## config.mk

```make
export PLATFORM = sky130hd
export DESIGN_NAME = meduram_wr_scheduler
export DESIGN_NICKNAME = d
export VERILOG_FILES = /design/src/rtl/meduram_wr_scheduler.sv
export SDC_FILE = /design/constraint.sdc
export NUM_CORES = 1
export LEC_CHECK = 0
export BUFFER_PORTS_ARGS = -buffer_cell sky130_fd_sc_hd__buf_2
export CORE_MARGIN = 2
export CORE_UTILIZATION = 30
export DETAILED_ROUTE_END_ITERATION = 8
export GPL_TIMING_DRIVEN = 0
export PLACE_DENSITY = 0.52
export SLEW_MARGIN = 20
export SYNTH_ARGS = -nofsm -noshare
export SYNTH_HDL_FRONTEND = slang
export SYNTH_SLANG_ARGS = --single-unit
```

## constraint.sdc

```tcl
create_clock -name aclk -period 6.35 [get_ports aclk]
set_input_delay 1.905 -clock aclk [delete_from_list [all_inputs] [get_ports aclk]]
set_output_delay 1.905 -clock aclk [all_outputs]
set_load 0.02 [all_outputs]
```

## src/rtl/meduram_wr_scheduler.sv

```systemverilog
// Dual-port RAM write scheduler.
// Picks up to two write requesters per cycle in round-robin order and
// forwards them to the two RAM write ports one cycle later. The second
// grant must target a different address than the first, so both ports
// never write the same location in the same cycle.
//
// Handshake: requester i transfers when req_valid[i] && req_ready[i] at a
// rising aclk edge. req_ready is a pure function of req_valid, req_addr,
// the round-robin pointer and aresetn. It never waits on a ready of its
// own, and it is forced low while aresetn is low. A requester holds valid,
// addr and data until it transfers.
module meduram_wr_scheduler #(
    parameter int ADDR_WIDTH = 3,
    parameter int DATA_WIDTH = 8,
    parameter int NB_REQ     = 4
) (
    input  logic                         aclk,
    input  logic                         aresetn,
    input  logic [NB_REQ-1:0]            req_valid,
    output logic [NB_REQ-1:0]            req_ready,
    input  logic [NB_REQ*ADDR_WIDTH-1:0] req_addr,
    input  logic [NB_REQ*DATA_WIDTH-1:0] req_data,
    output logic                         wren1,
    output logic [ADDR_WIDTH-1:0]        wraddr1,
    output logic [DATA_WIDTH-1:0]        wrdata1,
    output logic                         wren2,
    output logic [ADDR_WIDTH-1:0]        wraddr2,
    output logic [DATA_WIDTH-1:0]        wrdata2,
    output logic [7:0]                   conflict_cnt
);

    localparam int PTR_W = (NB_REQ > 1) ? $clog2(NB_REQ) : 1;

    typedef logic [PTR_W-1:0] idx_t;

    // Unpacked views of the requester buses
    logic [ADDR_WIDTH-1:0] addr_arr [NB_REQ];
    logic [DATA_WIDTH-1:0] data_arr [NB_REQ];

    for (genvar i = 0; i < NB_REQ; i++) begin : g_unpack
        assign addr_arr[i] = req_addr[i*ADDR_WIDTH +: ADDR_WIDTH];
        assign data_arr[i] = req_data[i*DATA_WIDTH +: DATA_WIDTH];
    end

    idx_t                  ptr;
    logic                  a_found;
    logic                  b_found;
    logic                  skipped;
    idx_t                  a_idx;
    idx_t                  b_idx;
    logic [ADDR_WIDTH-1:0] a_addr;

    // Next index after v, wrapping at NB_REQ (NB_REQ need not be a power of 2)
    function automatic idx_t wrap_inc(input idx_t v);
        logic [PTR_W:0] s;
        s = {1'b0, v} + (PTR_W+1)'(1);
        if (s >= (PTR_W+1)'(NB_REQ)) begin
            s = '0;
        end
        return s[PTR_W-1:0];
    endfunction

    // Round-robin scan from ptr: grant A is the first valid requester.
    // Grant B is the next valid requester whose address differs from A's.
    // Same-address requesters passed over before B is found are deferred.
    always_comb begin
        logic [PTR_W:0] scan_w;
        idx_t           scan_idx;
        scan_w   = '0;
        scan_idx = '0;
        a_found  = 1'b0;
        b_found  = 1'b0;
        skipped  = 1'b0;
        a_idx    = '0;
        b_idx    = '0;
        a_addr   = '0;
        for (int k = 0; k < NB_REQ; k++) begin
            scan_w = {1'b0, ptr} + (PTR_W+1)'(k);
            if (scan_w >= (PTR_W+1)'(NB_REQ)) begin
                scan_w = scan_w - (PTR_W+1)'(NB_REQ);
            end
            scan_idx = scan_w[PTR_W-1:0];
            if (req_valid[scan_idx]) begin
                if (!a_found) begin
                    a_found = 1'b1;
                    a_idx   = scan_idx;
                    a_addr  = addr_arr[scan_idx];
                end else if (!b_found) begin
                    if (addr_arr[scan_idx] == a_addr) begin
                        skipped = 1'b1;
                    end else begin
                        b_found = 1'b1;
                        b_idx   = scan_idx;
                    end
                end
            end
        end
    end

    // Grants become ready bits. Reset blocks every transfer.
    always_comb begin
        req_ready = '0;
        if (aresetn) begin
            if (a_found) begin
                req_ready[a_idx] = 1'b1;
            end
            if (b_found) begin
                req_ready[b_idx] = 1'b1;
            end
        end
    end

    // Register the granted writes onto the RAM ports. Advance the pointer
    // past the last grant. Count the cycles that deferred a requester.
    always_ff @(posedge aclk) begin
        if (!aresetn) begin
            ptr          <= '0;
            wren1        <= 1'b0;
            wren2        <= 1'b0;
            wraddr1      <= '0;
            wraddr2      <= '0;
            wrdata1      <= '0;
            wrdata2      <= '0;
            conflict_cnt <= '0;
        end else begin
            wren1 <= a_found;
            wren2 <= b_found;
            if (a_found) begin
                wraddr1 <= addr_arr[a_idx];
                wrdata1 <= data_arr[a_idx];
            end
            if (b_found) begin
                wraddr2 <= addr_arr[b_idx];
                wrdata2 <= data_arr[b_idx];
            end
            if (b_found) begin
                ptr <= wrap_inc(b_idx);
            end else if (a_found) begin
                ptr <= wrap_inc(a_idx);
            end
            if (skipped && (conflict_cnt != 8'hFF)) begin
                conflict_cnt <= conflict_cnt + 8'd1;
            end
        end
    end

endmodule

```

# After elaboration in Yosys (flattened, before gate mapping)
# Index checks and enable logic that the tools add are counted.
totals:
  register_bits: 34
  input_bits: 50
  out_inout_bits: 36
  word_cells: 150
op_classes:
  n_addsub: 10
  magnitude_cmp: 20
  n_eq_ne: 4
  mux: 97
  bitwise_logic: 7
  n_reduce_logical: 4
ops:
  columns: ["cell", "n"]
  rows:
  - ["2-bit 2-to-1 mux", 26]
  - ["3-bit 2-to-1 mux", 17]
  - ["3-bit binary-select mux with 2-bit select", 6]
  - ["3-bit greater-or-equal comparator (second input constant)", 11]
  - ["8-bit binary-select mux with 2-bit select", 2]
  - ["1-bit 2-to-1 mux", 32]
  - ["8-bit 2-to-1 mux", 4]
  - ["2-bit by 3-bit less-than comparator with 1-bit output (second input constant)", 6]
  - ["2-bit NOT with 3-bit output", 6]
  - ["4-bit 2-to-1 mux", 4]
  - ["2-bit by 1-bit adder with 3-bit output (second input constant)", 3]
  - ["3-bit equality test", 3]
  - ["8-bit by 1-bit adder with 8-bit output (second input constant)", 1]
  - ["1-bit binary-select mux with 2-bit select", 4]
  - ["8-bit != test (second input constant)", 1]
  - ["2-bit by 1-bit subtractor with 2-bit output (second input constant)", 4]
  - ["2-bit by 2-bit adder with 3-bit output (second input constant)", 2]
  - ["1-bit demux with 2-bit select", 2]
  - ["2-bit by 1-bit greater-or-equal comparator with 1-bit output (second input constant)", 2]
  - ["4-bit OR", 1]
  - ["2-bit by 3-bit greater-or-equal comparator with 1-bit output (second input constant)", 1]
  - ["1-bit logical AND", 3]
  - ["2-bit nonzero test", 1]

# Depth between registers and ports, before layout
# Gate-level depths: netlist of run 1.
logic_depth:
  ltp_word: 26
  depth_mapped: 16

# Worst setup path before layout of run 1
# Ideal clock, no wire load.
synth_timing:
  kind: "input-to-output"
  from: "input port req_valid[0]"
  to: "output port req_ready[3]"
  t_arrival_ps: 4843
  t_required_ps: 4445
  path_slack_ps: -398
  stages: 13
  path_cell_list: "buf_2 mux4_2 and2_4 or3_4 xnor2_2 o31ai_2 and2_4 a31o_4 nor2_8 inv_6 buf_6 ha_1 a22o_1"
synth_via:
  elab_chain_len: 22
synth_rtl:
  columns: ["item", "line_no", "rtl"]
  rows:
  - ["start, declared", "19", "input logic [NB_REQ-1:0] req_valid,"]
  - ["1-bit binary-select mux with 2-bit select", "83", "if (req_valid[scan_idx]) begin"]
  - ["1-bit 2-to-1 mux (implied by the code)", "83", null]
  - ["3-bit 2-to-1 mux", "83", null]
  - ["3-bit equality test", "89", "if (addr_arr[scan_idx] == a_addr) begin"]
  - ["2-bit 2-to-1 mux", "89", null]
  - ["2-bit 2-to-1 mux", "84", "if (!a_found) begin"]
  - ["2-bit 2-to-1 mux", "83", null]
  - ["2-bit 2-to-1 mux", "89", null]
  - ["(+6 left out)", null, null]
  - ["2-bit 2-to-1 mux", "83", null]
  - ["2-bit by 3-bit less-than comparator with 1-bit output (implied by the code) or 2-bit by 1-bit greater-or-equal comparator with 1-bit output (tied branches)", "108", "req_ready[b_idx] = 1'b1;"]
  - ["1-bit logical AND (implied by the code)", "108", null]
  - ["1-bit 2-to-1 mux (implied by the code)", "108", null]
  - ["1-bit demux with 2-bit select", "108", null]
  - ["4-bit OR (no source line)", null, null]
  - ["4-bit 2-to-1 mux *", "107", "if (b_found) begin"]
  - ["4-bit 2-to-1 mux *", "103", "if (aresetn) begin"]
  - ["end, declared", "20", "output logic [NB_REQ-1:0] req_ready,"]
# Mark *: on every way between the ends. The rest lies on a longest branch, timed or not. The select of a mux whose other input is x is not followed.

# Final worst setup path of run 1
layout_timing:
  from: "input port req_addr[3]"
  to: "output port req_ready[3]"
layout_via:
  elab_chain_len: 23
layout_rtl:
  columns: ["item", "line_no", "rtl"]
  rows:
  - ["start, declared", "21", "input logic [NB_REQ*ADDR_WIDTH-1:0] req_addr,"]
  - ["3-bit binary-select mux with 2-bit select", null, null]
  - ["3-bit 2-to-1 mux (2 in a row)", null, null]
  - ["3-bit 2-to-1 mux", "83", null]
  - ["3-bit equality test", "89", null]
  - ["2-bit 2-to-1 mux", "89", null]
  - ["2-bit 2-to-1 mux", "84", null]
  - ["2-bit 2-to-1 mux", "83", null]
  - ["2-bit 2-to-1 mux", "89", null]
  - ["(+6 left out)", null, null]
  - ["2-bit 2-to-1 mux", "83", null]
  - ["2-bit by 3-bit less-than comparator with 1-bit output (implied by the code) or 2-bit by 1-bit greater-or-equal comparator with 1-bit output (tied branches)", "108", null]
  - ["1-bit logical AND (implied by the code)", "108", null]
  - ["1-bit 2-to-1 mux (implied by the code)", "108", null]
  - ["1-bit demux with 2-bit select", "108", null]
  - ["4-bit OR (no source line)", null, null]
  - ["4-bit 2-to-1 mux *", "107", null]
  - ["4-bit 2-to-1 mux *", "103", null]
# Marked as above.

==> results.toml, run 1 <==
[outcome]
status = "finished, violations left"
failed_checks = "setup timing"

[routing]
drt-initial-drc-count = 253
viasPerCell = 5.67
post_drt_wl_per_cell_um = 18.7
vias = 3922
wirelength_um = 12900
route.detailed.drc = 0
ant_nets = 0
firstDrtPassIters = 5

[timing]
relSlewSlack = 0.454
max_freq_ghz = 0.150
tightest_slew_ns = 0.816
finalCritPeriodShare = 1.05
post-route-min-period_ns = 6.69
fin_ws_ns = -0.338
grt_setup_unrepaired = "yes"
hold_ws_ns = 0.446
drv_slew = 0
hold_viol = 0
finalSetupViolCount = 4
skew_ns = 0.00627

[power_and_ir_drop]
clockPowerShare = 0.092
power_frac_seq = 0.123
total_power_mw = 2.52
switching_share = 0.490
vdd_drop_max_mv = 0.220
power.leakage_nw = 2.03
power_switching_mw = 1.24
intPower_mw = 1.28
pwr-share-comb = 0.785
p_per_area_mw_per_mm2 = 523

[clock_tree]
numCtsBuffers = 5
h-tree-depth = 2
ctsHoldBuffers = 0
insertion_delay_ns = 0.28
clock_sinks = 34
root_buffer = "clkbuf_16"
cts_tree = "built"
cts.clk_slew.worst_paths_ns = 0.05
clk_path_buf_depth = 2

[logic_synthesis]
synth_xor_area_frac = 0.0303
postSynthRegisterBits = 34
synth_fa_ha_area_frac = 0.0266
yosysSeqAreaShare = 0.185
synth_compound_area_frac = 0.257
syn_nets = 495
ys_top_cells_by_area = "dfxtp_1 (19%), mux4_2 (9.2%), mux2i_1 (6.5%)"
synth_cell_types = 77
syn_avg_cell_area_um2 = 8.38
ys_dominant_reg_cell = "dfxtp_1"
postSynth.asyncResetShare = 0
synth_top_area_cell = "dfxtp_1"
ys_warn_count = 0
synthCells = 438
synth_top_family_by_area = "compound AO/OA/AOI/OAI gates"
synth_edf_count = 0
yosys.area_share.simple = 0.213
syn_area_mm2 = 0.00367
synthMuxAreaShare = 0.211
yosys.area.top_type_share = 0.185

[placed_design]
dpl.cell_count = 665
globalplace.congestion = 0.843
hpwl_um = 9680
numPortBuffers = 80

[finish]
diodes = 0
layout.cells.non_filler = 692
drive_gt1_frac = 0.389
nets = 602
area_delta_synth_final_pct = 31.3

[setup_path]
cp-end-kind = "output pin"
critical_path_class = "in2out"
r2r_setup_slack_ns = 1.94
start_kind = "input port"
cp_max_fo = 6
r2r-end = "wrdata2[0]"
critPathRequiredTime_ns = 4.45
reg2reg_from = "ptr[1]"
arrival_ns = 4.78
rr_worst_depth = 18

[global_routing]
grt_pass1_vias = 3733
antenna_found_initial = 0
gr-total-overflow = 0
grt_pass1_wl_um = 20600
grt_max_degree = 16
track_usage = 0.197

[hold_path]
holdPathEnd = "wrdata1[3]"
hp-start = "wrdata1[3]"
holdPathStages = 2
hold_path.class = "reg2reg"

[floorplanning]
core_region_area_mm2 = 0.0120
num_rows = 40
num_io_pins = 86
die_h_um = 115
dieArea_mm2 = 0.0131
die_w_um = 115
start_util = 0.307

[job]
max_cap_viol_count = 0
[cells in the mapped netlist (3+ instances only)]
master	number
o211ai_1	4
o21ai_0	22
xor2_1	7
ha_1	7
nor2b_1	4
o21a_1	3
nand3_1	11
or2_2	3
or4_1	3
buf_4	3
inv_1	19
mux4_2	15
o221ai_1	5
a222oi_1	3
and2_1	6
a2111oi_0	3
nand4_1	3
nor2_1	30
mux2_2	14
nand2b_1	3
a21oi_1	43
buf_6	7
nor3_1	6
o31ai_1	5
clkbuf_1	16
buf_2	7
nand2_1	40
nor4b_1	3
mux2i_1	24
and2_4	3
or3_1	4
dfxtp_1	34
o21ai_1	3
a211oi_1	13
and3_1	8
[registers in the layout, indices dropped and copies added, names as in the netlist]
signal        cells
conflict_cnt      8
ptr               2
wraddr1           3
wraddr2           3
wrdata1           8
wrdata2           8
wren1             1
wren2             1
[power groups by stage]
stage | logic [mW] | clock network, mW | registers, mW
6_report | 1.98 | 0.232 | 0.311
5_1_grt | 2.12 | 0.246 | 0.318
3_3_place_gp | 1.70 | 0 | 0.314
2_1_floorplan | 1.23 | 0 | 0.376
3_5_place_dp | 1.70 | 0 | 0.314
4_1_cts | 1.88 | 0.237 | 0.312
[logic make-up (layout without fill, tap and decap cells)]
family | Yosys count | in the layout
multiplexers | 55 | 55
XOR/XNOR | 11 | 11
buffers and inverters | 54 | 161
flip-flops | 34 | 34
AND/OR/NAND/NOR | 143 | 143
AO/OA/AOI/OAI | 133 | 133
adder cells (fa/ha/maj) | 8 | 8
[worst max-delay path by stage]
stage	to	from	slack, ns	cells past startpoint
2_1_floorplan	req_ready[3]	req_valid[0]	-0.21	13
3_3_place_gp	req_ready[3]	req_addr[5]	-0.88	15
3_5_place_dp	req_ready[3]	req_addr[5]	-0.88	15
4_1_cts	req_ready[1]	req_valid[3]	-0.36	13
5_1_grt	req_ready[3]	req_addr[5]	-0.38	15
6_report	req_ready[3]	req_addr[3]	-0.34	12
[critical path: stages]
cell      delay, ns
buf_2          0.15
mux2i_2        0.38
mux2i_1        0.15
a221oi_2       0.40
xor2_2         0.34
o31ai_4        0.17
or3_1          0.39
buf_6          0.14
and3_4         0.20
ha_4           0.16
a22o_4         0.25
buf_6          0.13
[placed cells by master (no fill, tap or decap), types with 12 or more instances in the layout]
master / n
buf_2: 82
a21oi_1: 42
nand2_1: 39
dfxtp_1: 34
nor2_1: 27
buf_4: 24
mux2i_1: 22
inv_1: 19
o21ai_0: 19
mux4_2: 16
mux2_2: 14
clkbuf_1: 12
[through the flow]
stage / setup TNS, ns / util / area [µm²] / worst slack, ns
CTS: -1.29 / 0.392 / 4690 / -0.358
finish: -1.10 / 0.403 / 4820 / -0.338
floorplan: -0.600 / - / 3750 / -0.211
detailed placement: -3.20 / 0.362 / 4340 / -0.882
global route: -1.36 / 0.403 / 4820 / -0.385
global placement: -3.14 / 0.362 / 4340 / -0.883
[layer usage]
metal	wire length (µm)	share of wire	GRT usage
met5	0	0	0
met4	129	0.010	0.0325
met3	717	0.055	0.0334
met2	5860	0.45	0.300
met1	6220	0.48	0.294
[timing repair]
action	in CTS	in global routing
buffers inserted	16	7
setup endpoints to repair	4	4
gates resized for setup	31	23
pin swaps	14	12
[final cells by class]
cell class | instances | area (µm²)
Timing Repair Buffer | 103 | 637
Fill cell | 1219 | 7140
Multi-Input combinational cell | 350 | 2910
Sequential cell | 34 | 681
Clock inverter | 2 | 10.0
Buffer | 31 | 188
Inverter | 20 | 82.6
Clock buffer | 5 | 125
Tap cell | 147 | 184
No activity file was read; power rests on OpenSTA's default activity.
==> run 2, diff against run 1 <==
--- a/config.mk
+++ b/config.mk
@@ -10,6 +10,7 @@
 export CORE_UTILIZATION = 30
 export DETAILED_ROUTE_END_ITERATION = 8
 export GPL_TIMING_DRIVEN = 0
+export MAX_ROUTING_LAYER = met4
 export PLACE_DENSITY = 0.52
 export SLEW_MARGIN = 20
 export SYNTH_ARGS = -nofsm -noshare
==> run 2 against run 1 <==
Compared with the run above:
- the flow still finishes with violations (setup timing)
- via count up 1.0%
- flip-flop and latch count unchanged
- global-route usage up 0.73 points
- critical path depth is 2 higher
- wire length grew 0.70%
- clock skew shrank 0.0016 ns
- combinational power is 4% higher
- design area up 1.8%
- register-to-register slack improved by 0.37 ns
- sequential power hardly changed
- clock-buffer cell count stayed put
- largest power group unchanged
==> results.toml, run 2 (synthesized netlist as in run 1, its figures left out) <==
[clock_tree]
insertion_delay_ns = 0.28
root_buffer = "clkbuf_16"
cts.clk_slew.worst_paths_ns = 0.05
cts_tree = "built"
numCtsBuffers = 5
clk_path_buf_depth = 2
h-tree-depth = 2
clock_sinks = 34
ctsHoldBuffers = 0

[timing]
post-route-min-period_ns = 6.63
skew_ns = 0.00468
relSlewSlack = 0.462
finalCritPeriodShare = 1.04
max_freq_ghz = 0.151
fin_ws_ns = -0.277
hold_viol = 0
tightest_slew_ns = 0.804
drv_slew = 0
finalSetupViolCount = 4
grt_setup_unrepaired = "yes"

[finish]
fillers = 1207
most-common-layout-cells = "buf_2 (79), a21oi_1 (43), nand2_1 (39)"
nets = 609
multi_input_area_mm2 = 0.00291
final_common_cell = "buf_2"
drive_gt1_frac = 0.391
reg_top3 = "conflict_cnt: 8 flops, wrdata1: 8 flops, wrdata2: 8 flops"
area_delta_synth_final_pct = 33.6
final_area_mm2 = 0.00490
seq_area_um2 = 681
diodes = 0

[floorplanning]
start_util = 0.307
dieArea_mm2 = 0.0131
core_region_area_mm2 = 0.0120
num_io_pins = 86
die_h_um = 115
num_rows = 40
die_w_um = 115

[routing]
wirelength_um = 13000
top_layer = "met4"
drt-initial-drc-count = 295
route.detailed.drc = 0
met2RoutedLength_um = 5940
firstDrtPassIters = 5
vias = 3963
ant_nets = 0
viasPerCell = 5.67
met3_length_um = 682
post_drt_wl_per_cell_um = 18.6
wl_met1_um = 6200

[outcome]
status = "finished, violations left"
failed_checks = "setup timing"

[power_and_ir_drop]
vdd_drop_max_mv = 0.178
p_per_area_mw_per_mm2 = 528
power.leakage_nw = 2.08
total_power_mw = 2.59

[setup_path]
start_kind = "input port"
arrival_ns = 4.72
r2r_setup_slack_ns = 2.31
cp-end-kind = "output pin"
cp_max_fo = 5
critPathRequiredTime_ns = 4.45
critical_path_class = "in2out"

[placed_design]
globalplace.congestion = 0.852
numPortBuffers = 80
place_area_mm2 = 0.00434
hpwl_um = 9780
place_ws_ns = -0.885

[global_routing]
grt_pass1_wl_um = 20600
grt_pass1_vias = 3736
antenna_found_initial = 0
grt_max_degree = 16
track_usage = 0.204
gr-total-overflow = 0

[job]
max_cap_viol_count = 0

[hold_path]
hold_path.class = "reg2reg"
## run 2: report_power, final
group / internal [mW] / switching (mW) / total [mW]
clock: 0.141 / 0.0874 / 0.229
combinational: 0.923 / 1.12 / 2.05
sequential: 0.278 / 0.0350 / 0.313
total: 1.34 / 1.25 / 2.59
## run 2: per-layer routing
layer  global-route usage  vias to the layer above
met5                    -                        -
met4               0.0480                        0
met3               0.0185                       15
met2                0.311                      153
met1                0.293                     1910
li1                     -                     1885
## run 2: what timing repair did
action                                  CTS  global route
endpoints found under the setup margin    4             4
resized for setup                        42            16
setup buffers                            16            14
pin swaps                                14            15
gates cloned                              1             0
## run 2: worst max-delay path: stages
cell and delay, ns:
buf_8 0.10, mux4_2 0.55, and2_4 0.21, buf_4 0.13, o31ai_2 0.25, o211ai_1 0.14
a211oi_2 0.35, nor2_2 0.09, a31o_4 0.25, nor2_8 0.14, clkinv_8 0.07, ha_4 0.15
a22o_4 0.24, buf_6 0.13
## run 2: final timing paths
check	startpoint	endpoint	cells after the start
setup / recovery	req_valid[3]	req_ready[3]	14
hold / removal	wrdata1[3]	wrdata1[3]	2
setup reg to reg	ptr[1]	wraddr2[0]	15
hold reg to reg	wrdata1[3]	wrdata1[3]	2
## run 2: cell type report
| cell class | count | area share |
|---|---|---|
| repair buffers | 111 | 0.144 |
| clock buffers | 5 | 0.0255 |
| well taps | 147 | 0.0375 |
| clock inverters | 2 | 0.00204 |
| flip-flops and latches | 34 | 0.139 |
| multi-input cells | 350 | 0.594 |
| inverters | 20 | 0.0179 |
| plain buffers | 30 | 0.0401 |
## run 2: per-stage QoR
stage | TNS (ns) | hold slack (ns) | utilization | instances
after floorplan | -0.600 | 0.530 | - | 438
after global placement | -3.13 | 0.439 | 0.362 | 665
after detailed placement | -3.22 | 0.442 | 0.362 | 665
after CTS | -1.14 | 0.448 | 0.399 | 687
after global routing | -1.24 | 0.466 | 0.410 | 699
final | -0.941 | 0.447 | 0.410 | 699
